File: config.mk
export PLATFORM = sky130hd
export DESIGN_NAME = mem_stage
export DESIGN_NICKNAME = d
export VERILOG_FILES = /design/src/rtl/mem_stage.sv
export SDC_FILE = /design/constraint.sdc
export NUM_CORES = 1
export LEC_CHECK = 0
export ABC_AREA = 1
export BUFFER_PORTS_ARGS = -buffer_cell sky130_fd_sc_hd__buf_2
export CAP_MARGIN = 20
export CORE_MARGIN = 2
export CORE_UTILIZATION = 40
export CTS_BUF_LIST = sky130_fd_sc_hd__clkbuf_8
export CTS_CLUSTER_SIZE = 16
export DETAILED_ROUTE_END_ITERATION = 8
export GPL_ROUTABILITY_DRIVEN = 1
export PLACE_DENSITY = 0.69
export SETUP_SLACK_MARGIN = 0.2
export SYNTH_ARGS = -nofsm -noshare
export SYNTH_HDL_FRONTEND = slang
export SYNTH_SLANG_ARGS = --single-unit
File: constraint.sdc
create_clock -name clk -period 3.29 [get_ports clk]
set_clock_uncertainty 0.2 [all_clocks]
set_input_delay 0 -clock clk [delete_from_list [all_inputs] [get_ports clk]]
set_output_delay 0 -clock clk [all_outputs]
set_load 0.05 [all_outputs]
File: src/rtl/mem_stage.sv
`default_nettype none
// ============================================================================
// Module   : mem_stage
// Brief    : Pipeline memory stage - store formatting, load alignment, and
//            pipeline stall until the data cache responds.
// Revision : 1.0 - initial release
// ============================================================================
module mem_stage #(
  parameter int TIMEOUT_CYCLES = 0
) (
  input  logic        clk,
  input  logic        rst,
  input  logic        exmem_valid,
  input  logic        exmem_mem_read,
  input  logic        exmem_mem_write,
  input  logic [2:0]  exmem_funct3,
  input  logic [31:0] exmem_alu_out,
  input  logic [31:0] exmem_rs2_out,
  input  logic        flush,
  output logic        dmem_read,
  output logic        dmem_write,
  output logic [31:0] dmem_address,
  output logic [31:0] dmem_wdata,
  output logic [3:0]  dmem_mbe,
  input  logic [31:0] dmem_rdata,
  input  logic        dmem_resp,
  output logic [31:0] mem_rdata,
  output logic        mem_stall,
  output logic        mem_misaligned,
  output logic        mem_timeout
);

  localparam logic [31:0] c_timeout = 32'(TIMEOUT_CYCLES);

  typedef enum logic [1:0] {
    S_IDLE = 2'd0,
    S_BUSY = 2'd1,
    S_DONE = 2'd2
  } state_t;

  state_t      r_state;
  state_t      w_state_nxt;

  logic        r_read;
  logic        r_write;
  logic [31:0] r_address;
  logic [31:0] r_wdata;
  logic [3:0]  r_mbe;
  logic [31:0] r_rdata;
  logic        r_timeout;
  logic [2:0]  r_funct3;
  logic [1:0]  r_off;
  logic        r_flushed;
  logic [31:0] r_wait_cnt;

  logic [1:0]  w_off;
  logic        w_is_byte;
  logic        w_is_half;
  logic        w_is_word;
  logic        w_mis_raw;
  logic        w_mem_slot;
  logic        w_op;
  logic        w_stall;
  logic [3:0]  w_mbe;
  logic [31:0] w_wdata;
  logic [31:0] w_shifted;
  logic [31:0] w_load_data;

  // Access size decode; any funct3 that is not a legal byte/half code is a word.
  always_comb begin
    w_off      = exmem_alu_out[1:0];
    w_is_byte  = (exmem_funct3 == 3'd0) | (exmem_mem_read & (exmem_funct3 == 3'd4));
    w_is_half  = (exmem_funct3 == 3'd1) | (exmem_mem_read & (exmem_funct3 == 3'd5));
    w_is_word  = ~w_is_byte & ~w_is_half;
    w_mis_raw  = (w_is_half & w_off[0]) | (w_is_word & (w_off != 2'b00));
    w_mem_slot = exmem_valid & (exmem_mem_read | exmem_mem_write) & ~flush;
    w_op       = w_mem_slot & ~w_mis_raw;
  end

  always_comb begin
    w_mbe   = 4'hF;
    w_wdata = '0;
    if (exmem_mem_write) begin
      if (w_is_byte) begin
        w_mbe   = 4'b0001 << w_off;
        w_wdata = {24'b0, exmem_rs2_out[7:0]} << {w_off, 3'b000};
      end else if (w_is_half) begin
        w_mbe   = 4'b0011 << w_off;
        w_wdata = {16'b0, exmem_rs2_out[15:0]} << {w_off, 3'b000};
      end else begin
        w_wdata = exmem_rs2_out;
      end
    end
  end

  // Load formatting uses the funct3/offset latched at issue time.
  always_comb begin
    w_shifted = dmem_rdata >> {r_off, 3'b000};
    case (r_funct3)
      3'd0:    w_load_data = {{24{w_shifted[7]}}, w_shifted[7:0]};
      3'd1:    w_load_data = {{16{w_shifted[15]}}, w_shifted[15:0]};
      3'd4:    w_load_data = {24'b0, w_shifted[7:0]};
      3'd5:    w_load_data = {16'b0, w_shifted[15:0]};
      default: w_load_data = dmem_rdata;
    endcase
  end

  always_comb begin
    w_state_nxt = r_state;
    w_stall     = 1'b0;
    case (r_state)
      S_IDLE: begin
        if (w_op) begin
          w_state_nxt = S_BUSY;
          w_stall     = 1'b1;
        end
      end
      S_BUSY: begin
        w_stall = 1'b1;
        if (dmem_resp) w_state_nxt = S_DONE;
      end
      S_DONE:  w_state_nxt = S_IDLE;
      default: w_state_nxt = S_IDLE;
    endcase
  end

  always_ff @(posedge clk or posedge rst) begin
    if (rst) r_state <= S_IDLE;
    else     r_state <= w_state_nxt;
  end

  always_ff @(posedge clk or posedge rst) begin
    if (rst) begin
      r_read    <= 1'b0;
      r_write   <= 1'b0;
      r_address <= '0;
      r_wdata   <= '0;
      r_mbe     <= '0;
      r_rdata   <= '0;
      r_funct3  <= '0;
      r_off     <= '0;
      r_flushed <= 1'b0;
    end else begin
      case (r_state)
        S_IDLE: begin
          if (w_op) begin
            r_read    <= exmem_mem_read;
            r_write   <= exmem_mem_write;
            r_address <= {exmem_alu_out[31:2], 2'b00};
            r_wdata   <= w_wdata;
            r_mbe     <= w_mbe;
            r_funct3  <= exmem_funct3;
            r_off     <= w_off;
            r_flushed <= 1'b0;
          end
        end
        S_BUSY: begin
          // The cache cannot abort, so a flush only poisons the returned data.
          if (flush) r_flushed <= 1'b1;
          if (dmem_resp) begin
            r_read    <= 1'b0;
            r_write   <= 1'b0;
            r_address <= '0;
            r_wdata   <= '0;
            r_mbe     <= '0;
            r_rdata   <= (r_flushed | flush | r_write) ? 32'd0 : w_load_data;
          end
        end
        default: ;
      endcase
    end
  end

  always_ff @(posedge clk or posedge rst) begin
    if (rst) begin
      r_wait_cnt <= '0;
      r_timeout  <= 1'b0;
    end else begin
      if (r_state != S_BUSY || dmem_resp)
        r_wait_cnt <= '0;
      else if (r_wait_cnt != '1)
        r_wait_cnt <= r_wait_cnt + 32'd1;
      if (r_state == S_BUSY && c_timeout != 32'd0 && r_wait_cnt >= c_timeout - 32'd1)
        r_timeout <= 1'b1;
    end
  end

  assign dmem_read      = r_read;
  assign dmem_write     = r_write;
  assign dmem_address   = r_address;
  assign dmem_wdata     = r_wdata;
  assign dmem_mbe       = r_mbe;
  assign mem_rdata      = r_rdata;
  assign mem_timeout    = r_timeout;
  assign mem_stall      = w_stall;
  assign mem_misaligned = w_mem_slot & w_mis_raw & (r_state == S_IDLE);

endmodule
`default_nettype wire

Word level (Yosys, flattened, before mapping)
Index checks and enable logic that the tools add are counted.
{ "op_classes": {"add_sub_neg": 0, "n_mul": 0, "div_mod_pow": 0, "n_lt_le_gt_ge": 0, "eq_ne": 10, "shifts": 5, "n_mux": 29, "n_bitwise": 20, "n_reduce_logical": 10} }
{ "op_table": {"columns": ["op", "n"], "rows": [
  ["32-bit two-way mux", 7],
  ["32-bit case mux with 2 select lines", 2],
  ["32-bit case mux with 4 select lines", 1],
  ["16-bit by 5-bit << shifter with 32-bit output", 1],
  ["8-bit by 5-bit << shifter with 32-bit output", 1],
  ["32-bit by 5-bit right shift with 16-bit output", 1],
  ["4-bit two-way mux", 5],
  ["3-bit == test, second input constant", 4],
  ["1-bit bitwise AND", 10],
  ["1-bit case mux with 2 select lines", 4],
  ["4-bit case mux with 2 select lines", 1],
  ["3-bit by 1-bit == test with 1-bit output, second input constant", 2],
  ["3-bit zero test", 2],
  ["1-bit two-way mux", 6],
  ["2-bit inequality test, second input constant", 3],
  ["1-bit OR", 6],
  ["2-bit AND reduction", 3],
  ["3-bit AND reduction", 2],
  ["2-bit two-way mux", 2],
  ["1-bit inverter", 4],
  ["2-bit case mux with 2 select lines", 1],
  ["2-bit nonzero test", 2],
  ["1-bit by 2-bit << shifter with 4-bit output, first input constant", 1],
  ["2-bit by 2-bit << shifter with 4-bit output, first input constant", 1],
  ["other kinds (2)", 2]
]} }
{ "word_totals": {"ff_bits": 110, "latch_bits": 0, "mem_bits_rw": 0, "mem_bits_ro": 0, "elab_cells": 84, "n_memories": 0} }

Logic depth before layout (Yosys ltp)
{ "logic_depth": {"ltp_word": 11, "ltp_mapped": 11, "mapped_depth_nobuf": 9} }

Worst setup path before layout
OpenSTA, ideal clock, no wires.
{ "synth_path": {"path_type": "input -> output", "from": "input exmem_alu_out[1]", "to": "output mem_misaligned", "t_arrival_ns": 1.996, "path_slack_ns": 1.094, "path_stages": 7, "n_path_buf": 2, "path_cell_list": "clkinv_1 -> buf_2 -> buf_2 -> ha_1 -> inv_1 -> nand2_2 -> a21boi_0"} }
{ "synth_via": {"elab_chain_cells": 5} }
{ "synth_lines": {"columns": ["item", "line", "source"], "rows": [
  ["start, declared", "17", "input logic [31:0] exmem_alu_out,"],
  ["2-bit nonzero test", "75", "w_mis_raw = (w_is_half & w_off[0]) | (w_is_word & (w_off != 2'b00));"],
  ["1-bit bitwise AND", "75", null],
  ["1-bit OR", "75", null],
  ["1-bit bitwise AND (2 in a row)", "196", "assign mem_misaligned = w_mem_slot & w_mis_raw & (r_state == S_IDLE);"],
  ["end, declared", "29", "output logic mem_misaligned,"]
]} }
Every way passes these cells.

Worst setup path in the final report
{ "layout_path": {"from": "input exmem_alu_out[1]", "to": "register r_wdata[24], in the netlist dmem_wdata[24]"} }
{ "layout_via": {"elab_chain_cells": 7, "word_cells_on_any_way": 14, "cone_classes": "eq/ne: 1; shift: 2; mux: 5; bitwise: 4; reduce/logical: 2"} }
{ "layout_lines": {"columns": ["item", "line", "source"], "rows": [
  ["parallel branches: the longest is 7 deep, another holds 16-bit by 5-bit << shifter with 32-bit output", null, null],
  ["end signal, assigned", "150", "r_wdata <= w_wdata;"],
  ["end, declared", "47", "logic [31:0] r_wdata;"]
]} }
Parallel ways; which one is timed is not known. The select of a mux whose other input is x is not followed.
A chain may end at the register's enable or synchronous reset.

==> out/metrics.cfg <==
[clock_tree]
cts_root_buf=clkbuf_8
clk_path_buf_depth=2
cts_sinks=108
insertion_delay_ns=0.40
cts_max_level=3
cts.reportedPaths.clkPinSlew_ns=0.12
cts_made_buffers=9
cts_tree=yes

[finish]
fin_nets=1303
drive_above_1_share=0.216
utilization=0.591
fin_area_mm2=0.00894
stdcell_count=1387
area_growth_pct=44.3
fillers=1396

[placed_design]
io_buffers=207
placed_cells=1224
place_congestion=0.949
hpwl_um=13600
dpl_worst_slack_ns=0.978
dpl_cell_area_mm2=0.00726

[logic_synthesis]
synth_top_family_by_area=simple AND/OR/NAND/NOR gates
ys_types=28
synth_seq_cells=108
synth-xor-area-share=0
avgSynthCellArea_um2=7.10
synth_async_sr_flop_share=1.00
netlist_top_cells_count=341 x nand2_1, 155 x nand3_1, 108 x dfrtp_1
synthFlopType=dfrtp_1
yosysSeqAreaShare=0.436
yosysTopAreaCell=dfrtp_1
muxShareOfSynthArea=0
synth_edf_count=0
yosys.area_share.adder=0.00808
synth_top_area_frac=0.436
syn_area_mm2=0.00620
yosys-top-cells-area=dfrtp_1 44%, nand2_1 21%, nand3_1 13%
synth-compound-area-share=0.0965
synth_most_common_cell=nand2_1
yosysWarnings=1
synth-simple-area-share=0.375
synth_cells=873

[critical_path]
critical_path.cell_chain=dlygate4sd3_1 -> clkbuf_4 -> clkinv_1 -> buf_4 -> nor2_2 -> nand2_1 -> nand2_1 -> dlygate4sd3_1 -> nand3_1 -> dlygate4sd3_1 -> nand2_1
crit_path_end_kind=flip-flop
cp.required_ns=3.44
cp.depth=11
crit_path_start=exmem_alu_out[1]
r2r-end=dmem_wdata[17]$_DFFE_PP0P_
critPathSlowestCell=dlygate4sd3_1
reg2reg_from=r_state[1]$_DFFE_PP0P_
setup.worst_path.start_class=input port
cpLargestDelayFamily=buffers and inverters
worstPathArrival_ns=2.96
reg2reg_slack_ns=0.48
crit_buf_inv=6
max_stage_delay_ns=0.58
r2r_cells=8
critPathCapture=dmem_wdata[24]$_DFFE_PP0P_
critPathKind=input port to flip-flop
path_max_fanout=28

[routing]
drt_iter0_markers=600
avgRoutedWirePerCell_um=15.1
viasPerCell=5.20
drc=0
first_pass_iters=6
drtAntennaViolNets=0
routed_wl_um=21000
vias=7207

[floorplanning]
die_h_um=128
floorplan.core_area_mm2=0.0151
ios=211
die_w_um=128
rows=45
initial_core_util=0.409
dieArea_mm2=0.0165

[sta]
fmax_ghz=0.356
finalHoldViolCount=0
holdWs_ns=0.0397
finalCritPeriodShare=0.855
tightest_slew_ns=0.895
finalSetupTns_ns=0
setup_violations=0
slew_headroom=0.403
slew_viol_final=0
worst_slack_ns=0.477
rsz0062_at_grt=false
layout_min_cycle_time_ns=2.81

[power_and_ir_drop]
power_mw=5.24
p_leak_nw=4.90
power_density_mw_per_mm2=586
irDropWorstVdd_uv=491

[outcome]
status=complete, no violations

[grt]
antenna_found_initial=0
grt_max_degree=56
grt_pass1_wl_um=33900
grt_pass1_vias=6994
globalRouteOverflowTotal=0
grt_use_total=0.259

[flow_run]
drv_cap=0

[min_path]
hold_path_class=input port to async pin

## state kept, by name, indices dropped and copies added (netlist names)
name,flops
dmem_read,1
dmem_wdata,32
r_state,2
r_flushed,1
dmem_write,1
dmem_mbe,4
mem_rdata,32
r_off,2
r_funct3,3
dmem_address,30
## worst reg2reg max path, delay by kind of cell, from the launching register on
kind          cells  cell delay [ns]
buf+inv           2             0.68
flops             1             0.40
simple gates      6             1.49
## power by group
part	total [mW]	leakage, nW	internal, mW	switching [mW]
combinational	2.54	3.36	0.672	1.87
sequential	1.84	1.43	1.63	0.212
clock	0.858	0.106	0.309	0.549
total	5.24	4.90	2.61	2.63
## routing by layer
metal	vias to the layer above	GRT usage	routed length, µm
met5	-	0	0
met4	0	0.105	707
met3	56	0.0565	1710
met2	334	0.438	10100
met1	3364	0.322	8500
li1	3453	-	-
## worst min-delay path by stage
stage,to,depth (start not counted)
2_1_floorplan,r_state[0]$_DFFE_PP0P_,1
3_3_place_gp,mem_rdata[19]$_DFFE_PP0P_,2
3_5_place_dp,mem_rdata[19]$_DFFE_PP0P_,2
4_1_cts,dmem_mbe[2]$_DFFE_PP0P_,3
5_1_grt,mem_rdata[27]$_DFFE_PP0P_,3
6_report,mem_rdata[27]$_DFFE_PP0P_,3
## layout by cell type, fill, tap and decap left out
| master | netlist | final |
|---|---|---|
| nor2_4 | 4 | 4 |
| nor2_2 | 4 | 4 |
| clkinv_1 | 3 | 2 |
| inv_1 | 47 | 45 |
| nand3_2 | 3 | 3 |
| inv_4 | 0 | 1 |
| nor3_1 | 4 | 4 |
| dfrtp_1 | 108 | 108 |
| o21ai_0 | 62 | 62 |
| nand2_1 | 341 | 341 |
| a21boi_0 | 15 | 15 |
| clkbuf_8 | 0 | 9 |
| buf_2 | 25 | 206 |
| clkbuf_4 | 0 | 1 |
| buf_4 | 4 | 9 |
| a21boi_1 | 2 | 2 |
| nand2_2 | 5 | 4 |
| nand3_1 | 155 | 155 |
| nor2_1 | 27 | 27 |
| inv_2 | 5 | 6 |
| inv_8 | 0 | 2 |
| diode_2 | 0 | 1 |
| dlygate4sd3_1 | 0 | 146 |
| nand3_4 | 1 | 1 |
| nand2_4 | 0 | 1 |
| a21oi_1 | 14 | 14 |
| clkinv_4 | 0 | 1 |
| clkinv_8 | 0 | 3 |
| buf_12 | 0 | 1 |
| clkinvlp_4 | 0 | 1 |
| o21ai_1 | 2 | 2 |
| inv_6 | 0 | 1 |
| ha_1 | 4 | 4 |
| a21oi_2 | 1 | 1 |
| conb_1 | 1 | 3 |
| o211ai_1 | 6 | 6 |
| o2111ai_1 | 3 | 3 |
## final cells by class
class	instances	area [µm²]	area share
well taps	188	235	0.0263
flip-flops and latches	108	2700	0.302
repair buffers	363	2590	0.289
multi-input cells	656	2990	0.334
clock buffers	9	124	0.0139
inverters	55	213	0.0238
diodes	1	2.50	0.000280
clock inverters	7	88.8	0.00993
## cells by family after synthesis
group	Yosys count
other	1
DFF	108
buffers and inverters	111
AOI/OAI and AO/OA	105
adders and majority gates	4
and+or+nand+nor	544
## timing repair
| item | CTS | global route |
|---|---|---|
| endpoints found under the setup margin | 0 | 7 |
| buffers inserted | 0 | 0 |
| hold buffers | 146 | 0 |
| endpoints found under the hold margin | 159 | 0 |
| resized for setup | 0 | 3 |
Note: power is estimated with default switching activity, not from simulation.
